===== src/rtl/rhythm_pkg.sv =====
// Shared types and sizes for the rhythm-game beatmap player.
package rhythm_pkg;
    localparam int LANES      = 8;
    localparam int ROW_ADDR_W = 3;
    localparam logic [ROW_ADDR_W-1:0] LAST_ROW = 3'd7;

    typedef enum logic [2:0] {
        IDLE,
        FETCH,
        EMIT,
        WAIT_BEAT,
        DONE
    } player_state_e;

    function automatic logic is_playing(input player_state_e s);
        return (s == FETCH) || (s == EMIT) || (s == WAIT_BEAT);
    endfunction
endpackage


===== src/rtl/beat_timer.sv =====
// Beat down-counter: ticks on the enabled cycle where the count is zero, then reloads.
module beat_timer #(
    parameter int BEAT_CYCLES = 25000000
) (
    input  logic clock,
    input  logic resetn,
    input  logic reload,
    input  logic enable,
    output logic tick
);
    localparam int CW = $clog2(BEAT_CYCLES);
    localparam logic [CW-1:0] TOP = CW'(BEAT_CYCLES - 1);

    logic [CW-1:0] count_q, count_d;

    always_comb begin
        tick    = enable && (count_q == '0);
        count_d = count_q;
        if (reload || tick) begin
            count_d = TOP;
        end else if (enable) begin
            count_d = count_q - CW'(1);
        end
    end

    always_ff @(posedge clock) begin
        if (!resetn) begin
            count_q <= '0;
        end else begin
            count_q <= count_d;
        end
    end
endmodule


===== src/rtl/beatmap_player.sv =====
// Steps through an external 8-row beatmap ROM, offering each non-empty row to the renderer once per beat.
module beatmap_player
    import rhythm_pkg::*;
#(
    parameter int BEAT_CYCLES = 25000000,
    parameter bit LOOP        = 1'b0
) (
    input  logic                  clock,
    input  logic                  resetn,
    input  logic                  start,
    input  logic                  pause,
    output logic [ROW_ADDR_W-1:0] beat_addr,
    input  logic [LANES-1:0]      beat_notes,
    output logic                  spawn_valid,
    output logic [LANES-1:0]      spawn_lanes,
    input  logic                  spawn_ready,
    output logic                  playing,
    output logic                  done,
    output logic                  overrun
);
    player_state_e         state_q, state_d;
    logic [ROW_ADDR_W-1:0] addr_q, addr_d;
    logic [LANES-1:0]      lanes_q, lanes_d;
    logic                  valid_q, valid_d;
    logic                  playing_q, playing_d;
    logic                  done_q, done_d;
    logic                  overrun_q, overrun_d;

    logic                  tick, reload, timer_en, handshake;
    player_state_e         advance_state;
    logic [ROW_ADDR_W-1:0] advance_addr;

    assign reload    = start && ((state_q == IDLE) || (state_q == DONE));
    assign timer_en  = is_playing(state_q) && !pause;
    assign handshake = valid_q && spawn_ready;

    beat_timer #(.BEAT_CYCLES(BEAT_CYCLES)) u_beat_timer (
        .clock  (clock),
        .resetn (resetn),
        .reload (reload),
        .enable (timer_en),
        .tick   (tick)
    );

    // Where a beat boundary leads: the last row either ends playback or wraps.
    always_comb begin
        advance_state = FETCH;
        advance_addr  = addr_q + ROW_ADDR_W'(1);
        if ((addr_q == LAST_ROW) && !LOOP) begin
            advance_state = DONE;
            advance_addr  = addr_q;
        end
    end

    always_comb begin
        state_d   = state_q;
        addr_d    = addr_q;
        lanes_d   = lanes_q;
        overrun_d = overrun_q;
        case (state_q)
            IDLE, DONE: begin
                if (start) begin
                    addr_d    = '0;
                    overrun_d = 1'b0;
                    state_d   = FETCH;
                end
            end
            FETCH: begin
                lanes_d = beat_notes;
                state_d = (beat_notes != '0) ? EMIT : WAIT_BEAT;
            end
            EMIT: begin
                if (tick) begin
                    // A row still unaccepted at the beat boundary is dropped.
                    if (!handshake) overrun_d = 1'b1;
                    addr_d  = advance_addr;
                    state_d = advance_state;
                end else if (handshake) begin
                    state_d = WAIT_BEAT;
                end
            end
            WAIT_BEAT: begin
                if (tick) begin
                    addr_d  = advance_addr;
                    state_d = advance_state;
                end
            end
            default: state_d = IDLE;
        endcase
        valid_d   = (state_d == EMIT);
        playing_d = is_playing(state_d);
        done_d    = (state_d == DONE);
    end

    always_ff @(posedge clock) begin
        if (!resetn) begin
            state_q   <= IDLE;
            addr_q    <= '0;
            lanes_q   <= '0;
            valid_q   <= 1'b0;
            playing_q <= 1'b0;
            done_q    <= 1'b0;
            overrun_q <= 1'b0;
        end else begin
            state_q   <= state_d;
            addr_q    <= addr_d;
            lanes_q   <= lanes_d;
            valid_q   <= valid_d;
            playing_q <= playing_d;
            done_q    <= done_d;
            overrun_q <= overrun_d;
        end
    end

    assign beat_addr   = addr_q;
    assign spawn_lanes = lanes_q;
    assign spawn_valid = valid_q;
    assign playing     = playing_q;
    assign done        = done_q;
    assign overrun     = overrun_q;
endmodule


===== config.mk =====
export PLATFORM = sky130hd
export DESIGN_NAME = beatmap_player
export DESIGN_NICKNAME = d
export VERILOG_FILES = /design/src/rtl/rhythm_pkg.sv /design/src/rtl/beat_timer.sv /design/src/rtl/beatmap_player.sv
export SDC_FILE = /design/constraint.sdc
export NUM_CORES = 1
export LEC_CHECK = 0
export ABC_AREA = 1
export BUFFER_PORTS_ARGS = -buffer_cell sky130_fd_sc_hd__buf_2
export CAP_MARGIN = 5
export CORE_UTILIZATION = 45
export DETAILED_ROUTE_END_ITERATION = 10
export PLACE_DENSITY = 0.78
export SLEW_MARGIN = 10
export SYNTH_ARGS = -nofsm -noshare
export SYNTH_HDL_FRONTEND = slang
export SYNTH_HIERARCHICAL = 1
export SYNTH_SLANG_ARGS = --single-unit

===== constraint.sdc =====
create_clock -name clock -period 2.3 [get_ports clock]
set_clock_uncertainty 0.1 [all_clocks]
set_input_delay 0.46 -clock clock [delete_from_list [all_inputs] [get_ports clock]]
set_output_delay 0.46 -clock clock [all_outputs]
set_load 0.02 [all_outputs]

==> flow_metrics.tcl, run 1 <==
set metrics [dict create \
    cts_hold_buf 0 \
    min_period_ns 2.075 \
    cts_made_buffers 5 \
    rsz0062_at_grt "no" \
    crit_family "simple AND/OR/NAND/NOR gates" \
    ys_types 27 \
    p_per_area_nw_per_um2 715.1 \
    cts.clk_slew.worst_paths_ns 0.09 \
    netlist_top_cells_area "dfxtp_1 37%, nand2_1 11%, nor2_1 8.5%" \
    die_y_um 74.17 \
    drive_gt1_frac 0.1883 \
    clockBufferDepth 2 \
    netlist_instances 342 \
    fin_util 0.5497 \
    port_buffers 27 \
    coreArea_sq_um 4880 \
    synth.most_common_cell "nand2_1" \
    cp_data_required_time_ns 2.41 \
    crit_slowest_cell "dfxtp_1" \
    clock.fmax_mhz 481.9 \
    gp_congestion 0.9039 \
    synth_seq_area_share 0.3673 \
    finalSetupViolCount 0 \
    drv_cap 0 \
    grt_pass1_wl_um 8625 \
    grt_overflow 0 \
    min_path_type "primary input to register" \
    post-synth-top-area-fraction 0.3673 \
    cts-resized-gates 0 \
    arrival_ns 2.18 \
    insertion_delay_ns 0.30 \
    firstDrtPassIters 4 \
    boundaryPins 28 \
    synth_seq_cells 43 \
    drc 0 \
    period_share 0.9023 \
    setup_tns_ns 0 \
    critPathKind "register to register" \
    antenna_cells_inserted 0 \
    nets 394 \
    hold_violations 0 \
    path_buf_inv 1 \
    syn_nets 360 \
    via_per_inst 4.944 \
    async_flop_share 0 \
    worst_pin_slew_ns 0.4436 \
    setup_ws_ns 0.2247 \
    synth-warning-count 6 \
    end_kind "register" \
    fillers 489 \
    num_rows 25 \
    postCtsSetupRepairBufs 0 \
    drtIter0Drc 101 \
    synthFlopType "dfxtp_1" \
    grt_antenna_before_repair 0 \
    post_drt_wl_per_cell_um 11.30 \
    vias 2195 \
    slew_violations 0 \
    crit_path_start_kind "register" \
    area_delta_synth_final_pct 14.47 \
    ir_worst_vdd_uv 331.8 \
    place_ws_ns 0.1837 \
    grt_use_total 0.2045 \
    synthTopCellsByCount "68 x nand2_1, 53 x nor2_1, 45 x inv_1, 43 x dfxtp_1, 31 x nand3_1" \
    critical_path.max_fanout 5 \
    grt_pass1_vias 1998 \
    p_leak_nw 1.301 \
    path_common_cell "nand3_1" \
    slew_headroom 0.7043 \
    cts_tree "yes" \
    die_w_um 74.17 \
    crit_path_max_incr_delay_ns 0.44 \
    wirelength_um 5019 \
    synth_area_sq_um 2343 \
    grt_max_degree 26 \
    crit_chain "nor2_4 > nor3_2 > nand3_1 > nor2_1 > nand2_1 > nor3_1 > buf_4 > nand3_1 > nand2_1 > nand3_1 > o21ai_0 > nor2_1" \
    initial_utilization 0.4803 \
    die_area_sq_um 5500 \
    synth.avg_cell_area_sq_um 6.852 \
    synth_edf_count 0 \
    yosysTopAreaCell "dfxtp_1" \
    status "finished clean" \
    numClockSinks 43 \
    drtAntennaViolNets 0 \
    htree_num_levels 2 \
    root_buffer "clkbuf_8" \
    dpl.hpwl_um 3793 \
]
## per-stage QoR
stage	std cells	power, W	hold slack (ns)	area [sq um]
after floorplan	342	0.001208	0.3628	2349
final	444	0.001918	0.2979	2683
after CTS	444	0.001934	0.2935	2683
after global placement	436	0.001308	0.3390	2566
after detailed placement	436	0.001318	0.3423	2566
after global routing	444	0.002034	0.2953	2683
## placed cells by master, fill, tap and decap left out, drive strengths merged
master  synthesis  routed
and2            1       1
xnor2           1       1
nor3b           1       1
inv            52      53
nor2           67      67
nand3b          2       2
nor3            5       5
nand2          74      74
o21ai          17      17
clkbuf          1       5
bufinv          0       1
o21bai          1       1
ha              5       5
a31oi           1       1
nand3          33      33
and3            1       1
buf             3      31
a21oi          16      16
nand4           7       7
xor2           11      11
dfxtp          43      43
clkinv          0       1
## per-layer routing
layer / share of wire / track usage / vias up / wire, um
met3: 0.044 / 0.04201 / 8 / 223
met4: 0.013 / 0.07051 / 0 / 63
li1: - / - / 1140 / -
met1: 0.47 / 0.2529 / 995 / 2358
met2: 0.47 / 0.3525 / 52 / 2372
met5: 0 / 0 / - / 0
## registers in the layout, summed over array words and instances (netlist names)
register / flops
spawn_lanes: 8
spawn_valid: 1
overrun: 1
playing: 1
beat_addr: 3
state_q: 3
done: 1
u_beat_timer/count_q: 25
## cell families (layout without fill, tap and decap cells)
kind of cell	after synthesis	after routing	synth area share
AND/OR/NAND/NOR	191	191	0.3865
adder cells (fa/ha/maj)	5	5	0.02670
flip-flops	43	43	0.3673
buffers and inverters	56	91	0.09663
XOR/XNOR	12	12	0.04485
AO/OA/AOI/OAI	35	35	0.07795
## worst paths after layout
kind | startpoint | cells past startpoint | to | slack (ns)
worst min register to register | overrun | 2 | overrun | 0.35
worst max register to register | state_q[1] | 12 | beat_addr[0] | 0.22
worst max-delay path | state_q[1] | 12 | beat_addr[0] | 0.22
worst min-delay path | beat_notes[5] | 3 | spawn_lanes[5] | 0.30
## worst min-delay path, delay by kind of cell
kind,cells,cell delay [ns]
buffers and inverters,2,0.14
AO/OA/AOI/OAI,1,0.05
## cell type report
type,instances,area [sq um],area share
multi-input combinational,243,1261,0.4701
inverter,52,195.2,0.07276
clock buffer,5,68.82,0.02565
clock inverter,3,47.55,0.01772
sequential,43,860.8,0.3209
timing repair buffer,31,165.2,0.06157
tap,67,83.83,0.03125
## power by group
part | switching (W) | internal (W)
clock | 0.000284 | 0.000329
combinational | 0.000288 | 0.000156
sequential | 0.0000545 | 0.000807
total | 0.000626 | 0.00129
Power figures use the tool's default switching activity.
==> inputs of run 2 (changes only) <==
SETUP_SLACK_MARGIN = 0.5   (was not set)
==> run 2 against run 1 <==
- flip-flop and latch count is the same
- non-clock buffer count grew 12
- worst hold slack gained 0.0065 ns
- combinational power grew 19%
- sequential power is essentially flat
- power grew 3.7%
- critical path depth shrank 2
- die area is the same
- core utilization grew 4.8 points
- worst setup slack gained 0.29 ns
- clock power shrank 2%
==> flow_metrics.tcl, run 2 (synthesized netlist as in run 1, its figures left out) <==
set metrics [dict create \
    status "finished clean" \
    setup_tns_ns 0 \
    cp_data_required_time_ns 2.42 \
    firstDrtPassIters 4 \
    clock.fmax_mhz 561.3 \
    cts_hold_buf 0 \
    coreArea_sq_um 4880 \
    cts_made_buffers 5 \
    via_per_inst 5.037 \
    clockBufferDepth 2 \
    post_drt_wl_per_cell_um 12.32 \
    grt_pass1_vias 2070 \
    worst_pin_slew_ns 0.4678 \
    r2r_slack_ns 0.52 \
    critical_path.max_fanout 4 \
    min_path_type "primary input to register" \
    place_ws_ns 0.3043 \
    drtAntennaViolNets 0 \
    initial_utilization 0.4803 \
    final_common_cell "nand2_1" \
    largest_register_ff_count 25 \
    crit_chain "nor2_4 > nor3_4 > nand3_2 > nor2_4 > nand2_2 > nor3_4 > inv_1 > nand3_2 > nand3_4 > nor3_1" \
    nets 406 \
    drc 0 \
    p_leak_nw 1.389 \
    reg2reg_from "state_q[0]" \
    min_period_ns 1.782 \
    crit_path_max_incr_delay_ns 0.37 \
    grt_overflow 0 \
    grt_antenna_before_repair 0 \
    period_share 0.7747 \
    regToRegEndpoint "spawn_valid" \
    hold_violations 0 \
    drtIter0Drc 145 \
    largest_register "u_beat_timer/count_q" \
    crit_slowest_cell "dfxtp_4" \
    port_buffers 27 \
    slew_violations 0 \
    die_y_um 74.17 \
    insertion_delay_ns 0.30 \
    rsz0062_at_grt "yes" \
    die_w_um 74.17 \
    regArea_sq_um 878.3 \
    die_area_sq_um 5500 \
    ir_worst_vdd_uv 373.6 \
    setup_ws_ns 0.5183 \
    cts.clk_slew.worst_paths_ns 0.09 \
    finalSetupViolCount 0 \
    numClockSinks 43 \
    gp_congestion 0.9112 \
    grt_use_total 0.2123 \
    critPathCapture "spawn_valid" \
    dpl.hpwl_um 3901 \
    area_delta_synth_final_pct 24.56 \
    root_buffer "clkbuf_8" \
    wirelength_um 5617 \
    slew_headroom 0.6881 \
    drv_cap 0 \
    antenna_cells_inserted 0 \
    htree_num_levels 2 \
    grt_max_degree 26 \
    vias 2297 \
    cts_tree "yes" \
    worst_r2r_path_depth 10 \
    critPathKind "register to register" \
    drive_gt1_frac 0.2905 \
    crit_start "state_q[0]" \
    num_rows 25 \
    grt_pass1_wl_um 9011 \
    arrival_ns 1.90 \
    final_cell_mix "63 x nand2_1, 48 x nor2_1, 41 x inv_1, 37 x dfxtp_1, 27 x buf_2" \
    crit_path_start_kind "register" \
    p_per_area_nw_per_um2 681.3 \
    multiInputGateArea_sq_um 1386 \
    fillers 451 \
    end_kind "register" \
    boundaryPins 28 \
]
## run 2: cell types whose count changed in the layout (fill, tap and decap cells not counted), sizes merged
cell    delta
buf       +12
clkinv     +1
inv        -1
## run 2: area by class of cell
| cell class | instances | area share |
|---|---|---|
| clock inverters | 3 | 0.01500 |
| inverters | 52 | 0.06687 |
| repair buffers | 43 | 0.09001 |
| flip-flops and latches | 43 | 0.3009 |
| multi-input cells | 243 | 0.4749 |
| clock buffers | 5 | 0.02357 |
| well taps | 67 | 0.02872 |
## run 2: worst max-delay path, delay by kind of cell, from the launching register on
kind / cells / cell delay [ns]
buffers and inverters: 1 / 0.11
DFF: 1 / 0.37
and+or+nand+nor: 9 / 1.11
## run 2: timing repair
action                                  4_1_cts  5_1_grt
resized for setup                            13       27
pin swaps                                     8       20
setup buffers                                 6        8
endpoints found under the setup margin       21       24
hold endpoints to repair                      0        0
## run 2: per-layer routing
metal	up-vias	share of wire	global-route usage
met5	-	0	0
met4	0	0.017	0.06410
met3	11	0.040	0.04607
met2	52	0.50	0.3717
met1	1065	0.44	0.2598
li1	1169	-	-
## run 2: where the power goes
| group | total [W] | switching, W | internal, W | leakage (nW) |
|---|---|---|---|---|
| Combinational | 0.000527 | 0.000333 | 0.000194 | 0.974 |
| Clock | 0.000600 | 0.000277 | 0.000324 | 0.0581 |
| Sequential | 0.000861 | 0.0000539 | 0.000807 | 0.357 |
| Total | 0.00199 | 0.000664 | 0.00132 | 1.39 |
## run 2: worst min-delay path by stage
stage	from	end	cells past startpoint
finish	beat_notes[4]	spawn_lanes[4]	3
global route	beat_notes[4]	spawn_lanes[4]	3
CTS	beat_notes[4]	spawn_lanes[4]	3
detailed placement	overrun	overrun	2
global placement	overrun	overrun	2
floorplan	u_beat_timer/count_q[23]	u_beat_timer/count_q[23]	2
## run 2: stage by stage
stage / total power, W / hold slack, ns / util / instances / area, sq um
2_1_floorplan: 0.001215 / 0.3628 / - / 342 / 2371
3_3_place_gp: 0.001317 / 0.3371 / 0.5274 / 434 / 2574
4_1_cts: 0.001934 / 0.2967 / 0.5649 / 448 / 2756
3_5_place_dp: 0.001324 / 0.3362 / 0.5274 / 434 / 2574
5_1_grt: 0.002099 / 0.3144 / 0.5982 / 456 / 2919
6_report: 0.001989 / 0.3043 / 0.5982 / 456 / 2919
==> inputs of run 3 (changes only) <==
PLACE_DENSITY = 0.75   (was 0.78)
clock period = 1.7 ns   (was 2.3 ns; I/O delays follow)
==> run 3 against run 2 <==
- the run now ends with negative setup slack left
- largest power group unchanged
- clock-buffer cell count unchanged
- wire length increased by 43%
- highest routed layer unchanged
- first-iteration DRC count increased by 2.1%
- via count increased by 17%
==> flow_metrics.tcl, run 3 (synthesized netlist as in run 1, its figures left out) <==
set metrics [dict create \
    violations "negative setup slack" \
    antenna_cells_inserted 0 \
    setup_ws_ns -0.2359 \
    crit_slowest_cell "dfxtp_4" \
    num_rows 25 \
    largest_register_ff_count 25 \
    insertion_delay_ns 0.31 \
    drc 0 \
    crit_family "simple AND/OR/NAND/NOR gates" \
    grt_pass1_wl_um 11110 \
    initial_utilization 0.4803 \
    cp_data_required_time_ns 1.81 \
    p_per_area_nw_per_um2 812.5 \
    ir_worst_vdd_uv 523.4 \
    drtAntennaViolNets 0 \
    grt_max_degree 16 \
    worst_r2r_path_depth 11 \
    crit_path_max_incr_delay_ns 0.38 \
    clock.fmax_mhz 516.6 \
    dpl.hpwl_um 4168 \
    fin_util 0.7895 \
    grt_antenna_before_repair 0 \
    worst_pin_slew_ns 0.5103 \
    clockBufferDepth 2 \
    vias 2683 \
    p_leak_nw 1.815 \
    grt_pass1_vias 2409 \
    period_share 1.139 \
    cts_tree "yes" \
    grt_overflow 0 \
    via_per_inst 5.220 \
    cts.clk_slew.worst_paths_ns 0.09 \
    port_buffers 27 \
    hold_start "beat_notes[6]" \
    slew_headroom 0.6598 \
    hold_path_end "spawn_lanes[6]" \
    rsz0062_at_grt "yes" \
    critPathKind "register to register" \
    largest_register "u_beat_timer/count_q" \
    grt_use_total 0.2690 \
    hold_violations 0 \
    post_drt_wl_per_cell_um 15.58 \
    crit_chain "nor2_4 > nor3_4 > nand3_2 > nor2_4 > nand2_2 > nor3_4 > nand3_1 > nand3_4 > inv_1 > nand3_1 > nor2_1" \
    final_common_cell "nand2_1" \
    path_buf_inv 1 \
    min_period_ns 1.936 \
    holdPathStages 3 \
    firstDrtPassIters 5 \
    numClockSinks 43 \
    final_cell_mix "51 x nand2_1, 46 x buf_4, 42 x inv_1, 42 x nor2_1, 40 x buf_6" \
    die_y_um 74.17 \
    arrival_ns 2.04 \
    end_kind "register" \
    gp_congestion 0.9080 \
    r2r_slack_ns -0.24 \
    wirelength_um 8007 \
    status "finished, violations left" \
    htree_num_levels 2 \
    crit_path_start_kind "register" \
    cts_hold_buf 0 \
    drv_cap 0 \
    regToRegEndpoint "done" \
    reg2reg_from "state_q[1]" \
    cts_made_buffers 5 \
    nets 464 \
    min_path_type "primary input to register" \
    drive_gt1_frac 0.5034 \
    slew_violations 0 \
    area_delta_synth_final_pct 64.39 \
    hold_ws_ns 0.1805 \
    finalSetupViolCount 35 \
    drtIter0Drc 148 \
    critical_path.max_fanout 5 \
    die_area_sq_um 5500 \
    die_w_um 74.17 \
    root_buffer "clkbuf_8" \
    coreArea_sq_um 4880 \
    boundaryPins 28 \
]
-- run 3: what timing repair did --
item,4_1_cts,5_1_grt
pin swaps,44,33
gates cloned,2,0
resized for setup,116,48
hold endpoints to repair,0,0
endpoints found under the setup margin,58,58
setup buffers,24,11
-- run 3: stage by stage --
step                      area (sq um)  TNS, ns  std cells  power [W]  setup slack (ns)
final                             3852   -4.397        514   0.003130           -0.2359
after global routing              3852   -6.916        514   0.003263           -0.3294
after CTS                         3575  -0.7682        503   0.002973           -0.1172
after detailed placement          2897   -1.464        469   0.001924           -0.1682
after global placement            2897  -0.3343        469   0.001909          -0.06038
after floorplan                   2419  -0.3965        342   0.001665           -0.1056
-- run 3: layout make-up --
class	count	area, sq um
Multi-Input combinational cell	243	1627
Clock buffer	5	68.82
Sequential cell	43	894.6
Timing Repair Buffer	100	908.4
Tap cell	67	83.83
Inverter	52	215.2
Timing Repair inverter	1	11.26
Clock inverter	3	43.79
Fill cell	288	1027
-- run 3: worst max-delay path by stage --
| stage | start | end | slack, ns | cells past startpoint |
|---|---|---|---|---|
| 2_1_floorplan | state_q[0] | beat_addr[2] | -0.11 | 11 |
| 3_3_place_gp | pause | beat_addr[0] | -0.06 | 11 |
| 3_5_place_dp | pause | beat_addr[0] | -0.17 | 11 |
| 4_1_cts | state_q[2] | beat_addr[0] | -0.12 | 10 |
| 5_1_grt | state_q[1] | done | -0.33 | 11 |
| 6_report | state_q[1] | done | -0.24 | 11 |
-- run 3: layer usage --
metal / up-vias / track usage / share of wire
li1: 1283 / - / -
met2: 98 / 0.4949 / 0.53
met1: 1270 / 0.3056 / 0.38
met3: 32 / 0.05014 / 0.045
met4: 0 / 0.1047 / 0.041
met5: - / 0 / 0
-- run 3: report_power, final --
part           internal (W)  switching, W
Clock              0.000438      0.000386
Sequential          0.00110     0.0000689
Combinational      0.000507      0.000631
-- run 3: worst min-delay path: cells and delay by family --
family / cells / cell delay (ns)
AO/OA/AOI/OAI: 1 / 0.05
buffers and inverters: 1 / 0.11
AND/OR/NAND/NOR: 1 / 0.06
